==> config.mk <==
export PLATFORM = sky130hd
export DESIGN_NAME = single_argmax_seq
export DESIGN_NICKNAME = d
export VERILOG_FILES = /design/src/rtl/single_argmax_seq.sv
export SDC_FILE = /design/constraint.sdc
export NUM_CORES = 1
export LEC_CHECK = 0
export CAP_MARGIN = 20
export CELL_PAD_IN_SITES_DETAIL_PLACEMENT = 1
export CELL_PAD_IN_SITES_GLOBAL_PLACEMENT = 1
export CORE_MARGIN = 2
export CORE_UTILIZATION = 26
export CTS_BUF_LIST = sky130_fd_sc_hd__clkbuf_4
export DETAILED_ROUTE_END_ITERATION = 12
export DONT_BUFFER_PORTS = 1
export PLACE_DENSITY_LB_ADDON = 0.1
export SYNTH_ARGS = -nofsm -noshare
export SYNTH_HDL_FRONTEND = slang
export SYNTH_SLANG_ARGS = --single-unit
export TNS_END_PERCENT = 30
==> constraint.sdc <==
create_clock -name clk -period 3.15 [get_ports clk]
set_input_delay 0.63 -clock clk [delete_from_list [all_inputs] [get_ports clk]]
set_output_delay 0.63 -clock clk [all_outputs]
set_load 0.005 [all_outputs]
==> src/rtl/single_argmax_seq.sv <==
// Sequential argmax over a stream of IEEE-754 singles: reports the largest element and its first index.
// Optional NaN handling (NaNs never win, nan_seen flag) is enabled by defining SINGLE_ARGMAX_NAN_EN.
module single_argmax_seq #(
  parameter int IDX_W = 8
) (
  input  logic             clk,
  input  logic             rst,
  input  logic             start,
  input  logic [IDX_W-1:0] len,
  input  logic             in_valid,
  output logic             in_ready,
  input  logic [31:0]      in_data,
  output logic             out_valid,
  input  logic             out_ready,
  output logic [31:0]      out_max,
  output logic [IDX_W-1:0] out_idx,
  output logic             busy,
  output logic             nan_seen
);

  typedef enum logic [1:0] {IDLE, FIRST, RUN, DONE} state_t;

  state_t           state_q, state_d;
  logic [IDX_W-1:0] len_q, len_d;
  logic [IDX_W-1:0] count_q, count_d;
  logic [IDX_W-1:0] idx_q, idx_d;
  logic [31:0]      max_q, max_d;
  logic             accept;
  logic             replace;

  // Strict float ordering on raw bits: +0 beats -0, negatives compare reversed.
  function automatic logic greater(input logic [31:0] a, input logic [31:0] b);
    if (a[31] != b[31]) return ~a[31];
    else if (!a[31])    return a[30:0] > b[30:0];
    else                return a[30:0] < b[30:0];
  endfunction

`ifdef SINGLE_ARGMAX_NAN_EN
  function automatic logic is_nan(input logic [31:0] a);
    return (a[30:23] == 8'hFF) && (a[22:0] != 23'd0);
  endfunction
`endif

  assign accept = in_valid & in_ready;

  always_comb begin
    replace = greater(in_data, max_q);
`ifdef SINGLE_ARGMAX_NAN_EN
    // A NaN max can only come from leading NaNs, so any real number displaces it.
    if (is_nan(in_data))     replace = 1'b0;
    else if (is_nan(max_q))  replace = 1'b1;
`endif
  end

  always_comb begin
    state_d = state_q;
    len_d   = len_q;
    count_d = count_q;
    idx_d   = idx_q;
    max_d   = max_q;
    case (state_q)
      IDLE: begin
        if (start) begin
          state_d = FIRST;
          len_d   = len;
          count_d = '0;
        end
      end
      FIRST: begin
        if (accept) begin
          max_d   = in_data;
          idx_d   = '0;
          count_d = IDX_W'(1);
          state_d = (len_q == '0) ? DONE : RUN;
        end
      end
      RUN: begin
        if (accept) begin
          if (replace) begin
            max_d = in_data;
            idx_d = count_q;
          end
          count_d = count_q + IDX_W'(1);
          // Termination uses the pre-increment count, so a full-length vector's wrap is harmless.
          if (count_q == len_q) state_d = DONE;
        end
      end
      DONE: begin
        if (out_ready) state_d = IDLE;
      end
      default: state_d = IDLE;
    endcase
  end

  always_ff @(posedge clk or posedge rst) begin
    if (rst) begin
      state_q <= IDLE;
      len_q   <= '0;
      count_q <= '0;
      idx_q   <= '0;
      max_q   <= '0;
    end else begin
      state_q <= state_d;
      len_q   <= len_d;
      count_q <= count_d;
      idx_q   <= idx_d;
      max_q   <= max_d;
    end
  end

`ifdef SINGLE_ARGMAX_NAN_EN
  logic nan_q, nan_d;

  always_comb begin
    nan_d = nan_q;
    if (accept && state_q == FIRST)    nan_d = is_nan(in_data);
    else if (accept && state_q == RUN) nan_d = nan_q | is_nan(in_data);
  end

  always_ff @(posedge clk or posedge rst) begin
    if (rst) nan_q <= 1'b0;
    else     nan_q <= nan_d;
  end

  assign nan_seen = nan_q;
`else
  assign nan_seen = 1'b0;
`endif

  assign in_ready  = (state_q == FIRST) || (state_q == RUN);
  assign out_valid = (state_q == DONE);
  assign busy      = (state_q != IDLE);
  assign out_max   = max_q;
  assign out_idx   = idx_q;

endmodule
* Word level (Yosys, flattened, before mapping)
Cells that the tools add are included.
** Word-level totals
- Flip-flop bits (word level) :: 58
- Bits in latches :: 0
- Memory bits (writable) :: 0
- Memory bits (read-only) :: 0
- Input bits :: 45
- Output and inout port bits :: 44
- Word-level logic and storage cells :: 52
- Memories :: 0
** Operators by class
- $add $sub $neg :: 1
- Multiply operators :: 0
- Divide/modulo/power cells :: 0
- Magnitude comparators :: 2
- Eq/ne operators :: 11
- Shift-type cells :: 0
- Multiplexer cells :: 21
- Bitwise gates (word level) :: 2
- Reduce and logical (&&, ||, !) cells :: 10
** Operator list (count)
- two-way mux 32 bit :: 3
- one-hot mux 32 bit (2 select lines) :: 1
- two-way mux 8 bit :: 6
- greater-than comparator 31 bit :: 1
- less-than comparator 31 bit :: 1
- one-hot mux 8 bit (3 select lines) :: 1
- one-hot mux 8 bit (2 select lines) :: 1
- two-way mux 2 bit :: 5
- != test 2 bit (second input constant) :: 5
- adder 8 x 1 -> 8 bit (second input constant) :: 1
- equality test 8 bit :: 1
- logical NOT 8 bit :: 1
- one-hot mux 2 bit (4 select lines) :: 1
- AND reduction 4 bit :: 2
- AND reduction 5 bit :: 1
- equality test 2 bit (second input constant) :: 2
- nonzero test 2 bit :: 2
- two-way mux 1 bit :: 3
- nonzero test 3 bit :: 1
- equality test 2 x 1 -> 1 bit (second input constant) :: 1
- logical NOT 2 bit :: 1
- != test 2 x 1 -> 1 bit (second input constant) :: 1
- AND reduction 2 bit :: 1
- bitwise AND 1 bit :: 1
- other kinds (3) :: 3

* Longest topological paths before layout
Gate-level depths: netlist (run 1).
- Depth in word-level cells :: 6
- Depth in mapped cells :: 10
- Depth with buffers taken out :: 9

* Worst setup path after synthesis (run 1)
No wires, ideal clock.
- Path kind :: input to register
- Start :: input in_data[4]
- End :: register max_q[10], in the netlist out_max[10]
- Setup time :: 0.127 ns
- Arrival :: 2.740 ns
- Data required time :: 3.023 ns
- Setup slack :: 0.282 ns
- Stages :: 9
- Buffers on the path :: 1
- Cell sequence :: ha_1 -> a211oi_1 -> nor2_1 -> o31a_1 -> o41a_1 -> or3_1 -> o211ai_2 -> buf_6 -> mux2_1
** On the way
- Cells in the longest elaborated chain, start to end :: 5
- Elaborated cells between the ends (all ways) :: 6
- Those cells by class :: order compare (2); eq/ne (1); mux (2); reduce/logical (1)
** Ends and longest elaborated chain
- from (decl) :: line 12 : input logic [31:0] in_data,
- greater-than comparator 31 bit / less-than comparator 31 bit (equally long branches) :: line 34, 35
- two-way mux 1 bit * :: line 34 : else if (!a[31]) return a[30:0] > b[30:0];
- two-way mux 1 bit * :: line 33 : if (a[31] != b[31]) return ~a[31];
- != test 2 bit (no source line) *
- AND reduction 4 bit (no source line) *
- to (signal assigned) :: line 107 : max_q <= max_d;
- to (decl) :: line 27 : logic [31:0] max_q, max_d;
Mark *: on every way between the ends. The rest lies on a longest branch, timed or not.
A chain may end at the register's enable or synchronous reset.

* Worst setup path after layout (run 1)
- Start :: register max_q[4], in the netlist out_max[4]
- End :: register max_q[14], in the netlist out_max[14]
** On the way
- Cells in the longest elaborated chain, start to end :: 5
- Elaborated cells between the ends (all ways) :: 6
- Those cells by class :: order compare (2); eq/ne (1); mux (2); reduce/logical (1)
** Ends and longest elaborated chain (line)
- greater-than comparator 31 bit / less-than comparator 31 bit (equally long branches) :: 34, 35
- two-way mux 1 bit * :: 34
- two-way mux 1 bit * :: 33
- != test 2 bit (no source line) *
- AND reduction 4 bit (no source line) *
Marks and branches as above.

==> metrics.md, run 1 <==
| Metric | Value |
|---|---|
| Mux cell area share after synthesis | about 13% |
| Adder-Cell Fraction of Synth Area | between 10% and 20% |
| Synth Area in XOR/XNOR | between 2 and 2.5% |
| Largest family of logic cells by synthesized area | adder cells |
| CTS tree | yes |
| Row cnt | ~40 |
| Ant. Diodes | 0 |
| #FFs+latches synth | 58 |
| R2r setup slk | approximately 0.25 ns |
| CP Capture Type | flip-flop |
| Fin. max-slew vios | 0 |
| Initial antenna violation count | 0 |
| Total detailed-routing wirelength | between 8000 and 9000 microns |
| Pre-antenna DRT Iters | 4 |
| Post-synth ARST share | between 90% and 100% |
| Drt wl/cell | approximately 16 microns |
| Final min period | roughly 2.9 ns |
| Most used DFF post-synth | dfrtp_1 |
| Crit path cell chain | inv_1 -> ha_1 -> a211oi_1 -> nor2_1 -> o31a_1 -> o41a_1 -> or3_1 -> o211ai_4 -> buf_12 -> mux2_1 |
| Final Instance Area | 3680 sq um |
| Final Hold Vio Count | 0 |
| WHS | 0.192 ns |
| Reg2reg start | out_max[4]$_DFFE_PP0P_ |
| Setup crit start | out_max[4]$_DFFE_PP0P_ |
| Pwr Total | 3270 uW |
| Ports | 89 |
| Final setup TNS | 0 ns |
| RSZ-0062 raised after global routing | no |
| CTS Buf Count | 9 |
| Register area share after synthesis | a little over two fifths |
| # hold bufs at CTS | 0 |
| CTS Sinks | 58 |
| Grt ovf | 0 |
| Leakage Power | around 0.0017 uW |
| Compound-Gate Fraction of Synth Area | roughly 11% |
| Die Y | 117 microns |
| Critical Path RT | ~3.5 ns |
| Die area | 13800 sq um |
| Synth Cell Area | between 3000 and 4000 sq um |
| I/O Buffers | 0 |
| Hold Crit Class | input pin to asynchronous set/reset pin |
| Synth top area share | 43.4% |
| CP max stage cell | or3_1 |
| Area Overhead vs Synth | 10.2% |
| CP arrival | 3.21 ns |
| CP Max Fanout | 22 |
| Syn_nets | roughly 400 |
| First-pass GRT wire length | 13600 microns |
| DRC errors left | 0 |
| Post-synth cell types | 36 |
| Reg2reg path depth | 10 |
| HPWL after DPL | ~6300 microns |
| # Post-CTS Setup Buffers | 0 |
| Final Cycle Share | 92.1% |
| Mean post-synth cell area | 10.6 sq um |
| Clk_lat worst skew | ~0.42 ns |
| H-Tree Depth | 3 |
| GPL Wtd Cong | around 0.7 |
| CTS resizes | 0 |
| CP Launch Type | flip-flop |
| Vias in the first global route | approximately 2500 |
| MaxCap Viol Count | 0 |
| Die Wd | around 120 microns |
| Final-stage net count | 410 |
| Antenna Violating Nets Remaining | 0 |
| Fmax | about 340 MHz |
| Cell with the most instances after synthesis | dfrtp_1 |
| Syn Inst Count | ~320 |
| Vias | roughly 2300 |
| Vias per cell | about 4.6 |
| Synth warn | 0 |
| Post-synth top cells | 58 x dfrtp_1, 46 x inv_1, 38 x ha_1 |
| Root buffer cell | clkbuf_4 |
| Core Box Area | about 13000 sq um |
| Area contributors post-synth | dfrtp_1 43%, ha_1 14%, mux2_1 11% |
| Placed instance area | ~3600 sq um |
| Layout Cells excl Fill | between 500 and 600 |
| EDFF count, synth | 0 |
| Pin count of the biggest net entering global routing | 33 |
| Outcome | completed |
| Setup Viol. Count Final | 0 |
| RR Endpoint | out_max[14]$_DFFE_PP0P_ |
| Worst slew pin tran | 0.719 ns |
| Layout cells sized above 1 | about 8.4% |
| Clock skew | 0.00809 ns |
| Reg clk slew, reported paths | 0.11 ns |
| Crit Path Class | flip-flop to flip-flop |
| Initial Util | around a quarter |
| Crit path to | out_max[14]$_DFFE_PP0P_ |
| Post-synthesis simple-gate area fraction | 8.87% |
| Leading area contributor after synthesis | dfrtp_1 |
| Drt initial violations | 74 |
| PwrDens | 886 nW/um^2 |
| Max-slew headroom | 52.0% |
| Dpl cells | between 400 and 500 |
| Clk buf depth | 2 |
| Total GRT Usage | 12.8% |
| CP max stage delay | around 0.44 ns |
| Peak supply drop | roughly 280 uV |
per-layer routing:
metal	track usage, %	up-vias	share of wire [%]
met1	16.0	1142	46
met5	0	-	0
met3	5.69	11	7.8
met2	19.2	59	44
li1	-	1131	-
met4	5.57	0	1.7
per-stage QoR:
stage	utilization, %	setup WS [ns]
after floorplan	-	0.282
after global placement	28.5	0.0966
after detailed placement	28.5	0.0368
after CTS	29.3	0.211
after global routing	29.3	0.0871
final	29.3	0.248
power by group:
part | switching (uW) | internal (uW) | total (uW)
registers | 339 | 1080 | 1420
logic | 735 | 662 | 1400
clock network | 295 | 157 | 452
worst min-delay path by stage:
stage	endpoint	slack, ns
detailed placement	out_max[11]$_DFFE_PP0P_	0.53
global placement	out_max[9]$_DFFE_PP0P_	0.52
CTS	out_max[22]$_DFFE_PP0P_	0.18
finish	out_max[29]$_DFFE_PP0P_	0.19
global route	out_max[24]$_DFFE_PP0P_	0.20
floorplan	count_q[7]$_DFFE_PP0P_	0.49
state kept, by name, indices dropped and copies added (netlist names):
signal and cells:
out_idx 8, state_q 2, count_q 8, out_max 32, len_q 8
area by class of cell:
cell class	count	area (sq um)
fillers	1435	8880
well taps	172	215
inverters	46	173
clock inverters	6	23.8
clock buffers	10	75.1
multi-input cells	205	1670
flip-flops and latches	58	1450
repair buffers	7	77.6
logic make-up after synthesis:
group,after synthesis
buffers and inverters,53
adder cells (fa/ha/maj),38
XOR/XNOR,8
AO/OA/AOI/OAI,58
flip-flops,58
multiplexers,40
AND/OR/NAND/NOR,60
other,1
placed cells by master, fill, tap and decap left out, drive strengths merged, types with 8 or more instances in the layout:
cell and n:
a21oi 13, clkbuf 10, dfrtp 58, ha 38, inv 46, mux2 40
nand2 18, nand4 12, nor2 12, o21ai 24, o2bb2ai 8, xnor2 8
worst max-delay path: cells and delay by family, from the launching register on:
family / cells / cell delay, ns
AO/OA/AOI/OAI: 4 / 0.94
AND/OR/NAND/NOR: 2 / 0.52
flip-flops: 1 / 0.40
multiplexers: 1 / 0.34
adder cells (fa/ha/maj): 1 / 0.29
buffers and inverters: 2 / 0.28
Note: power is estimated with default switching activity, not from simulation.
==> run 2, diff against run 1 <==
--- a/config.mk
+++ b/config.mk
@@ -13,7 +13,7 @@
 export CTS_BUF_LIST = sky130_fd_sc_hd__clkbuf_4
 export DETAILED_ROUTE_END_ITERATION = 12
 export DONT_BUFFER_PORTS = 1
-export PLACE_DENSITY_LB_ADDON = 0.1
+export PLACE_DENSITY_LB_ADDON = 0.25
 export SYNTH_ARGS = -nofsm -noshare
 export SYNTH_HDL_FRONTEND = slang
 export SYNTH_SLANG_ARGS = --single-unit
==> run 2 against run 1 <==
  * Combinational power is essentially flat
  * Power rose by 9.2%
  * Clock power rose by 74%
  * First-iteration DRC count fell by 11%
  * Setup slack lost 0.0011 ns
  * Highest routed layer unchanged
==> metrics.md, run 2 (synthesized netlist as in run 1, its figures left out) <==
| Metric | Value |
|---|---|
| Final setup TNS | 0 ns (unchanged) |
| CP Capture Type | flip-flop (unchanged) |
| Setup WS pre-CTS | 0.0686 ns (was 0.0368 ns) |
| GPL Wtd Cong | 0.732 (was 0.711) |
| # Post-CTS Setup Buffers | 0 (unchanged) |
| I/O Buffers | 0 (unchanged) |
| Row cnt | 41 (unchanged) |
| CTS tree | yes (unchanged) |
| Drt initial violations | 66 (was 74) |
| Crit path top cell by count | a21oi_1 |
| Final min period | 2.90 ns (about the same) |
| Peak supply drop | 355 uV (was 281 uV) |
| Fmax | 344 MHz (was 345 MHz) |
| DRC errors left | 0 (unchanged) |
| Initial antenna violation count | 0 (unchanged) |
| Root buffer cell | clkbuf_4 (unchanged) |
| Ports | 89 (unchanged) |
| CTS resizes | 0 (unchanged) |
| MaxCap Viol Count | 0 (unchanged) |
| Fin. max-slew vios | 0 (unchanged) |
| Reg2reg path depth | 10 (unchanged) |
| Final-stage net count | 409 (was 410) |
| Leakage Power | 0.00172 uW (was 0.00167 uW) |
| CP max stage cell | or3_1 (unchanged) |
| Outcome | completed (unchanged) |
| Total GRT Usage | 12.6% (was 12.8%) |
| Core Box Area | 12600 sq um (unchanged) |
| Layout cells sized above 1 | 9.37% (was 8.43%) |
| Fin util | 30.0% (was 29.3%) |
| Reg2reg start | out_max[2]$_DFFE_PP0P_ (was out_max[4]$_DFFE_PP0P_) |
| CTS Sinks | 58 (unchanged) |
| Pre-antenna DRT Iters | 3 (was 4) |
| Placed instance area | 3560 sq um (was 3580 sq um) |
| Crit Path Class | flip-flop to flip-flop (unchanged) |
| Final Instance Area | 3770 sq um (was 3680 sq um) |
| Final Cycle Share | 92.2% (was 92.1%) |
| RR Endpoint | out_max[15]$_DFFE_PP0P_ (was out_max[14]$_DFFE_PP0P_) |
| Die area | 13800 sq um (unchanged) |
| Max-slew headroom | 58.9% (was 52.0%) |
| Drt wl/cell | 16.0 microns (was 16.4 microns) |
| Antenna Violating Nets Remaining | 0 (unchanged) |
| Hold Crit Class | input pin to asynchronous set/reset pin (unchanged) |
| Pin count of the biggest net entering global routing | 34 (was 33) |
| Die Y | 117 microns (unchanged) |
| CTS Buf Count | 9 (unchanged) |
| CP Launch Type | flip-flop (unchanged) |
| Area Overhead vs Synth | 12.9% (was 10.2%) |
| Setup crit start | out_max[2]$_DFFE_PP0P_ (was out_max[4]$_DFFE_PP0P_) |
| Final Hold Vio Count | 0 (unchanged) |
| Vias per cell | 4.66 (was 4.65) |
| CP Max Fanout | 33 (was 22) |
| Crit path to | out_max[15]$_DFFE_PP0P_ (was out_max[14]$_DFFE_PP0P_) |
| CP max stage delay | 0.44 ns (about the same) |
| Critical Path RT | 3.45 ns (was 3.46 ns) |
| Crit path cell chain | inv_1 -> ha_1 -> a21oi_1 -> a21oi_1 -> o31a_1 -> o41a_1 -> or3_1 -> o211ai_4 -> buf_12 -> mux2_1 (was inv_1 -> ha_1 -> a211oi_1 -> nor2_1 -> o31a_1 -> o41a_1 -> or3_1 -> o211ai_4 -> buf_12 -> mux2_1) |
| R2r setup slk | 0.25 ns (about the same) |
| PwrDens | 945 nW/um^2 (was 886 nW/um^2) |
| Vias in the first global route | 2611 (was 2528) |
| H-Tree Depth | 3 (unchanged) |
| Total detailed-routing wirelength | 8030 microns (was 8260 microns) |
| Clk_lat worst skew | 0.43 ns (was 0.42 ns) |
| HPWL after DPL | 6220 microns (was 6320 microns) |
| Ant. Diodes | 0 (unchanged) |
| Die Wd | 117 microns (unchanged) |
| # hold bufs at CTS | 0 (unchanged) |
| Max FFs per register | 32 (unchanged) |
| Setup Viol. Count Final | 0 (unchanged) |
| Final Worst Setup Slack | 0.247 ns (was 0.248 ns) |
| Most frequent cells in the layout | 58 x dfrtp_1, 45 x inv_1, 38 x ha_1 (unchanged) |
| Commonest non-fill, non-tap cell in the layout | dfrtp_1 (unchanged) |
| CP arrival | 3.20 ns (was 3.21 ns) |
| Initial Util | 26.6% (unchanged) |
| Vias | 2342 (was 2343) |
| Grt ovf | 0 (unchanged) |
| RSZ-0062 raised after global routing | no (unchanged) |
| Clk buf depth | 2 (unchanged) |
| Clock skew | 0.0197 ns (was 0.00809 ns) |
| Reg clk slew, reported paths | 0.11 ns (about the same) |
| First-pass GRT wire length | 13600 microns (about the same) |
| Worst slew pin tran | 0.616 ns (was 0.719 ns) |
## run 2: cell types whose count changed in the layout (fill, tap and decap cells not counted)
cell,before,now
buf_12,2,1
bufinv_16,0,4
clkbuf_4,10,9
clkinv_1,5,1
clkinv_2,1,0
clkinv_4,0,2
## run 2: area by class of cell
type	count	area, sq um
Tap cell	172	215
Inverter	46	173
Fill cell	1432	8790
Multi-Input combinational cell	205	1670
Sequential cell	58	1450
Clock buffer	9	67.6
Timing Repair Buffer	6	57.6
Clock inverter	7	141
## run 2: report_power, final
part	internal, uW	leakage [uW]	switching [uW]
Clock	481	0.000108	304
Combinational	639	0.000890	729
Sequential	1080	0.000720	335
## run 2: per-stage QoR
stage	cells	power, uW	hold slack [ns]
after detailed placement	487	2840	0.536
after CTS	503	3670	0.112
after floorplan	316	2430	0.493
after global routing	503	3940	0.135
after global placement	487	2780	0.524
final	503	3570	0.141
## run 2: layer usage
metal  share of wire (%)  track usage (%)  up-vias
met5                   0                0        -
met1                  41             13.5     1146
met3                 8.2             5.98        9
met4                 1.8             5.20        0
li1                    -                -     1127
met2                  49             21.4       60
## run 2: critical path: cells and delay by family, from the launching register on
family,cells,cell delay [ns]
flops,1,0.40
compound gates,5,0.98
fa+ha+maj,1,0.30
simple gates,1,0.44
mux,1,0.35
buf+inv,2,0.30
## run 2: worst min-delay path by stage
stage | from | to | slack (ns) | depth (start not counted)
2_1_floorplan | count_q[7]$_DFFE_PP0P_ | count_q[7]$_DFFE_PP0P_ | 0.49 | 1
3_3_place_gp | out_max[23]$_DFFE_PP0P_ | out_max[23]$_DFFE_PP0P_ | 0.52 | 1
3_5_place_dp | out_max[12]$_DFFE_PP0P_ | out_max[12]$_DFFE_PP0P_ | 0.54 | 1
4_1_cts | rst | out_idx[3]$_DFFE_PP0P_ | 0.11 | 1
5_1_grt | rst | out_idx[2]$_DFFE_PP0P_ | 0.13 | 1
6_report | rst | out_idx[4]$_DFFE_PP0P_ | 0.14 | 1
==> run 3, diff against run 2 <==
--- a/config.mk
+++ b/config.mk
@@ -13,6 +13,7 @@
 export CTS_BUF_LIST = sky130_fd_sc_hd__clkbuf_4
 export DETAILED_ROUTE_END_ITERATION = 12
 export DONT_BUFFER_PORTS = 1
+export GPL_ROUTABILITY_DRIVEN = 0
 export PLACE_DENSITY_LB_ADDON = 0.25
 export SYNTH_ARGS = -nofsm -noshare
 export SYNTH_HDL_FRONTEND = slang
==> constraint.sdc (replaced) <==
create_clock -name clk -period 3.8 [get_ports clk]
set_input_delay 0.76 -clock clk [delete_from_list [all_inputs] [get_ports clk]]
set_output_delay 0.76 -clock clk [all_outputs]
set_load 0.005 [all_outputs]
==> run 3 against run 2 <==
  * Setup slack improved by 0.53 ns
  * Maximum frequency down 3.9%
  * Die area is the same
  * Clock power shrank 53%
  * Register-to-register slack better by 0.53 ns
  * Clock skew fell by 0.0070 ns
  * Power down 26%
  * Via count is 1.8% lower
  * Critical path depth is 1 lower
  * Combinational power down 19%
  * Highest routed layer unchanged
==> metrics.md, run 3 (synthesized netlist as in run 1, its figures left out) <==
| Metric | Value |
|---|---|
| Outcome | completed (unchanged) |
| Final Cycle Share | 79.5% (was 92.2%) |
| Sw power | 1110 uW (was 1370 uW) |
| Grt ovf | 0 (unchanged) |
| Die Y | 117 microns (unchanged) |
| CTS Sinks | 58 (unchanged) |
| PwrDens | 728 nW/um^2 (was 945 nW/um^2) |
| First-pass GRT wire length | 13500 microns (was 13600 microns) |
| Leakage Power | 0.00166 uW (was 0.00172 uW) |
| Peak supply drop | 351 uV (was 355 uV) |
| Die Wd | 117 microns (unchanged) |
| Multi-input gate area | 1670 sq um (unchanged) |
| Register area | 1450 sq um (unchanged) |
| Vias | 2300 (was 2342) |
| Row cnt | 41 (unchanged) |
| CP delay by family, top | simple AND/OR/NAND/NOR gates (was compound AO/OA/AOI/OAI gates) |
| I/O Buffers | 0 (unchanged) |
| CTS tree | yes (unchanged) |
| CP max stage cell | nor4_1 (was or3_1) |
| Pin count of the biggest net entering global routing | 33 (was 34) |
| Final Worst Setup Slack | 0.780 ns (was 0.247 ns) |
| Ant. Diodes | 0 (unchanged) |
| Int Power | 1540 uW (was 2200 uW) |
| Setup Viol. Count Final | 0 (unchanged) |
| CP Max Fanout | 23 (was 33) |
| Clk buf depth | 2 (unchanged) |
| Reg clk slew, reported paths | 0.10 ns (was 0.11 ns) |
| Switching share of power | 42.0% (was 38.4%) |
| Area Overhead vs Synth | 8.87% (was 12.9%) |
| Vias per cell | 4.61 (was 4.66) |
| Drt initial violations | 49 (was 66) |
| Initial Util | 26.6% (unchanged) |
| WHS | 0.280 ns (was 0.141 ns) |
| CP Launch Type | flip-flop (unchanged) |
| Worst slew pin tran | 0.626 ns (was 0.616 ns) |
| Final Instance Area | 3640 sq um (was 3770 sq um) |
| Final-stage net count | 406 (was 409) |
| Die area | 13800 sq um (unchanged) |
| Most frequent cells in the layout | 58 x dfrtp_1, 45 x inv_1, 38 x ha_1 (unchanged) |
| Clock skew | 0.0127 ns (was 0.0197 ns) |
| Max FFs per register | 32 (unchanged) |
| Clk_lat worst skew | 0.43 ns (about the same) |
| Comb pwr share | 41.8% (was 38.4%) |
| Commonest non-fill, non-tap cell in the layout | dfrtp_1 (unchanged) |
| CP Capture Type | flip-flop (unchanged) |
| WP buf/inv | 2 (unchanged) |
| Crit Path Class | flip-flop to flip-flop (unchanged) |
| Hold Crit Class | input pin to asynchronous set/reset pin (unchanged) |
| Total GRT Usage | 12.6% (about the same) |
| Drt wl/cell | 16.1 microns (was 16.0 microns) |
| DRC errors left | 0 (unchanged) |
| Fin util | 29.0% (was 30.0%) |
| Clock share of power | 13.9% (was 22.0%) |
| HPWL after DPL | 6370 microns (was 6220 microns) |
| CP max stage delay | 0.55 ns (was 0.44 ns) |
| # Post-CTS Setup Buffers | 0 (unchanged) |
| Layout cells sized above 1 | 7.95% (was 9.37%) |
| FILL cells | 1455 (was 1432) |
| CTS Buf Count | 9 (unchanged) |
| Fmax | 331 MHz (was 344 MHz) |
| Final Hold Vio Count | 0 (unchanged) |
| Critical Path RT | 4.11 ns (was 3.45 ns) |
| Reg power frac | 44.4% (was 39.6%) |
| Final setup TNS | 0 ns (unchanged) |
| H-Tree Depth | 3 (unchanged) |
| Total detailed-routing wirelength | 8040 microns (was 8030 microns) |
| MaxCap Viol Count | 0 (unchanged) |
| Antenna Violating Nets Remaining | 0 (unchanged) |
| Initial antenna violation count | 0 (unchanged) |
| Crit path cell chain | inv_1 -> ha_1 -> nand4_1 -> nor4_1 -> o41a_1 -> nor2_1 -> o211ai_4 -> buf_12 -> mux2_1 (was inv_1 -> ha_1 -> a21oi_1 -> a21oi_1 -> o31a_1 -> o41a_1 -> or3_1 -> o211ai_4 -> buf_12 -> mux2_1) |
| Pre-antenna DRT Iters | 6 (was 3) |
| CP arrival | 3.33 ns (was 3.20 ns) |
| Vias in the first global route | 2477 (was 2611) |
| RSZ-0062 raised after global routing | no (unchanged) |
| # hold bufs at CTS | 0 (unchanged) |
| Fin. max-slew vios | 0 (unchanged) |
| Root buffer cell | clkbuf_4 (unchanged) |
| Max-slew headroom | 58.2% (was 58.9%) |
| Setup WS pre-CTS | 0.424 ns (was 0.0686 ns) |
| CTS resizes | 0 (unchanged) |
| Ports | 89 (unchanged) |
| Final min period | 3.02 ns (was 2.90 ns) |
| Core Box Area | 12600 sq um (unchanged) |
| Placed instance area | 3540 sq um (was 3560 sq um) |
## run 3: cell type report
cell class              count  share of cell area, %
flip-flops and latches     58                   39.9
repair buffers              3                  0.963
inverters                  46                   4.74
well taps                 172                   5.91
clock buffers              10                   2.06
clock inverters             5                  0.619
multi-input cells         205                   45.8
## run 3: stage by stage
| step | total power, uW | std cells |
|---|---|---|
| after global placement | 2290 | 484 |
| after CTS | 2740 | 499 |
| final | 2650 | 499 |
| after detailed placement | 2350 | 484 |
| after floorplan | 2010 | 316 |
| after global routing | 2970 | 499 |
## run 3: path summary, 6_finish.rpt
| kind | slack [ns] | end | depth (start not counted) | start |
|---|---|---|---|---|
| setup reg to reg | 0.78 | out_max[12]$_DFFE_PP0P_ | 9 | out_max[29]$_DFFE_PP0P_ |
| setup / recovery | 0.78 | out_max[12]$_DFFE_PP0P_ | 9 | out_max[29]$_DFFE_PP0P_ |
| hold / removal | 0.28 | out_max[28]$_DFFE_PP0P_ | 1 | rst |
| max in group asynchronous | 2.64 | len_q[7]$_DFFE_PP0P_ | 2 | rst |
| hold reg to reg | 0.55 | out_idx[7]$_DFFE_PP0P_ | 2 | out_idx[7]$_DFFE_PP0P_ |
| min in group clk | 0.46 | out_max[24]$_DFFE_PP0P_ | 1 | in_data[24] |
## run 3: worst reg2reg max path, stage by stage (launching register included)
cell	delay [ns]
dfrtp_1	0.42
inv_1	0.06
ha_1	0.31
nand4_1	0.18
nor4_1	0.55
o41a_1	0.25
nor2_1	0.08
o211ai_4	0.45
buf_12	0.25
mux2_1	0.35
## run 3: routing by layer
layer / up-vias / part of all wire, % / track usage [%]
met1: 1110 / 45 / 15.0
met3: 12 / 7.3 / 5.64
met4: 0 / 1.6 / 4.74
met2: 59 / 47 / 19.8
met5: - / 0 / 0
li1: 1119 / - / -
## run 3: power groups by stage
stage          Combinational (uW)  Clock [uW]  Sequential (uW)
6_report                     1110         367             1180
5_1_grt                      1310         426             1230
4_1_cts                      1150         400             1190
3_5_place_dp                 1140           0             1210
3_3_place_gp                 1100           0             1190
2_1_floorplan                 910           0             1100
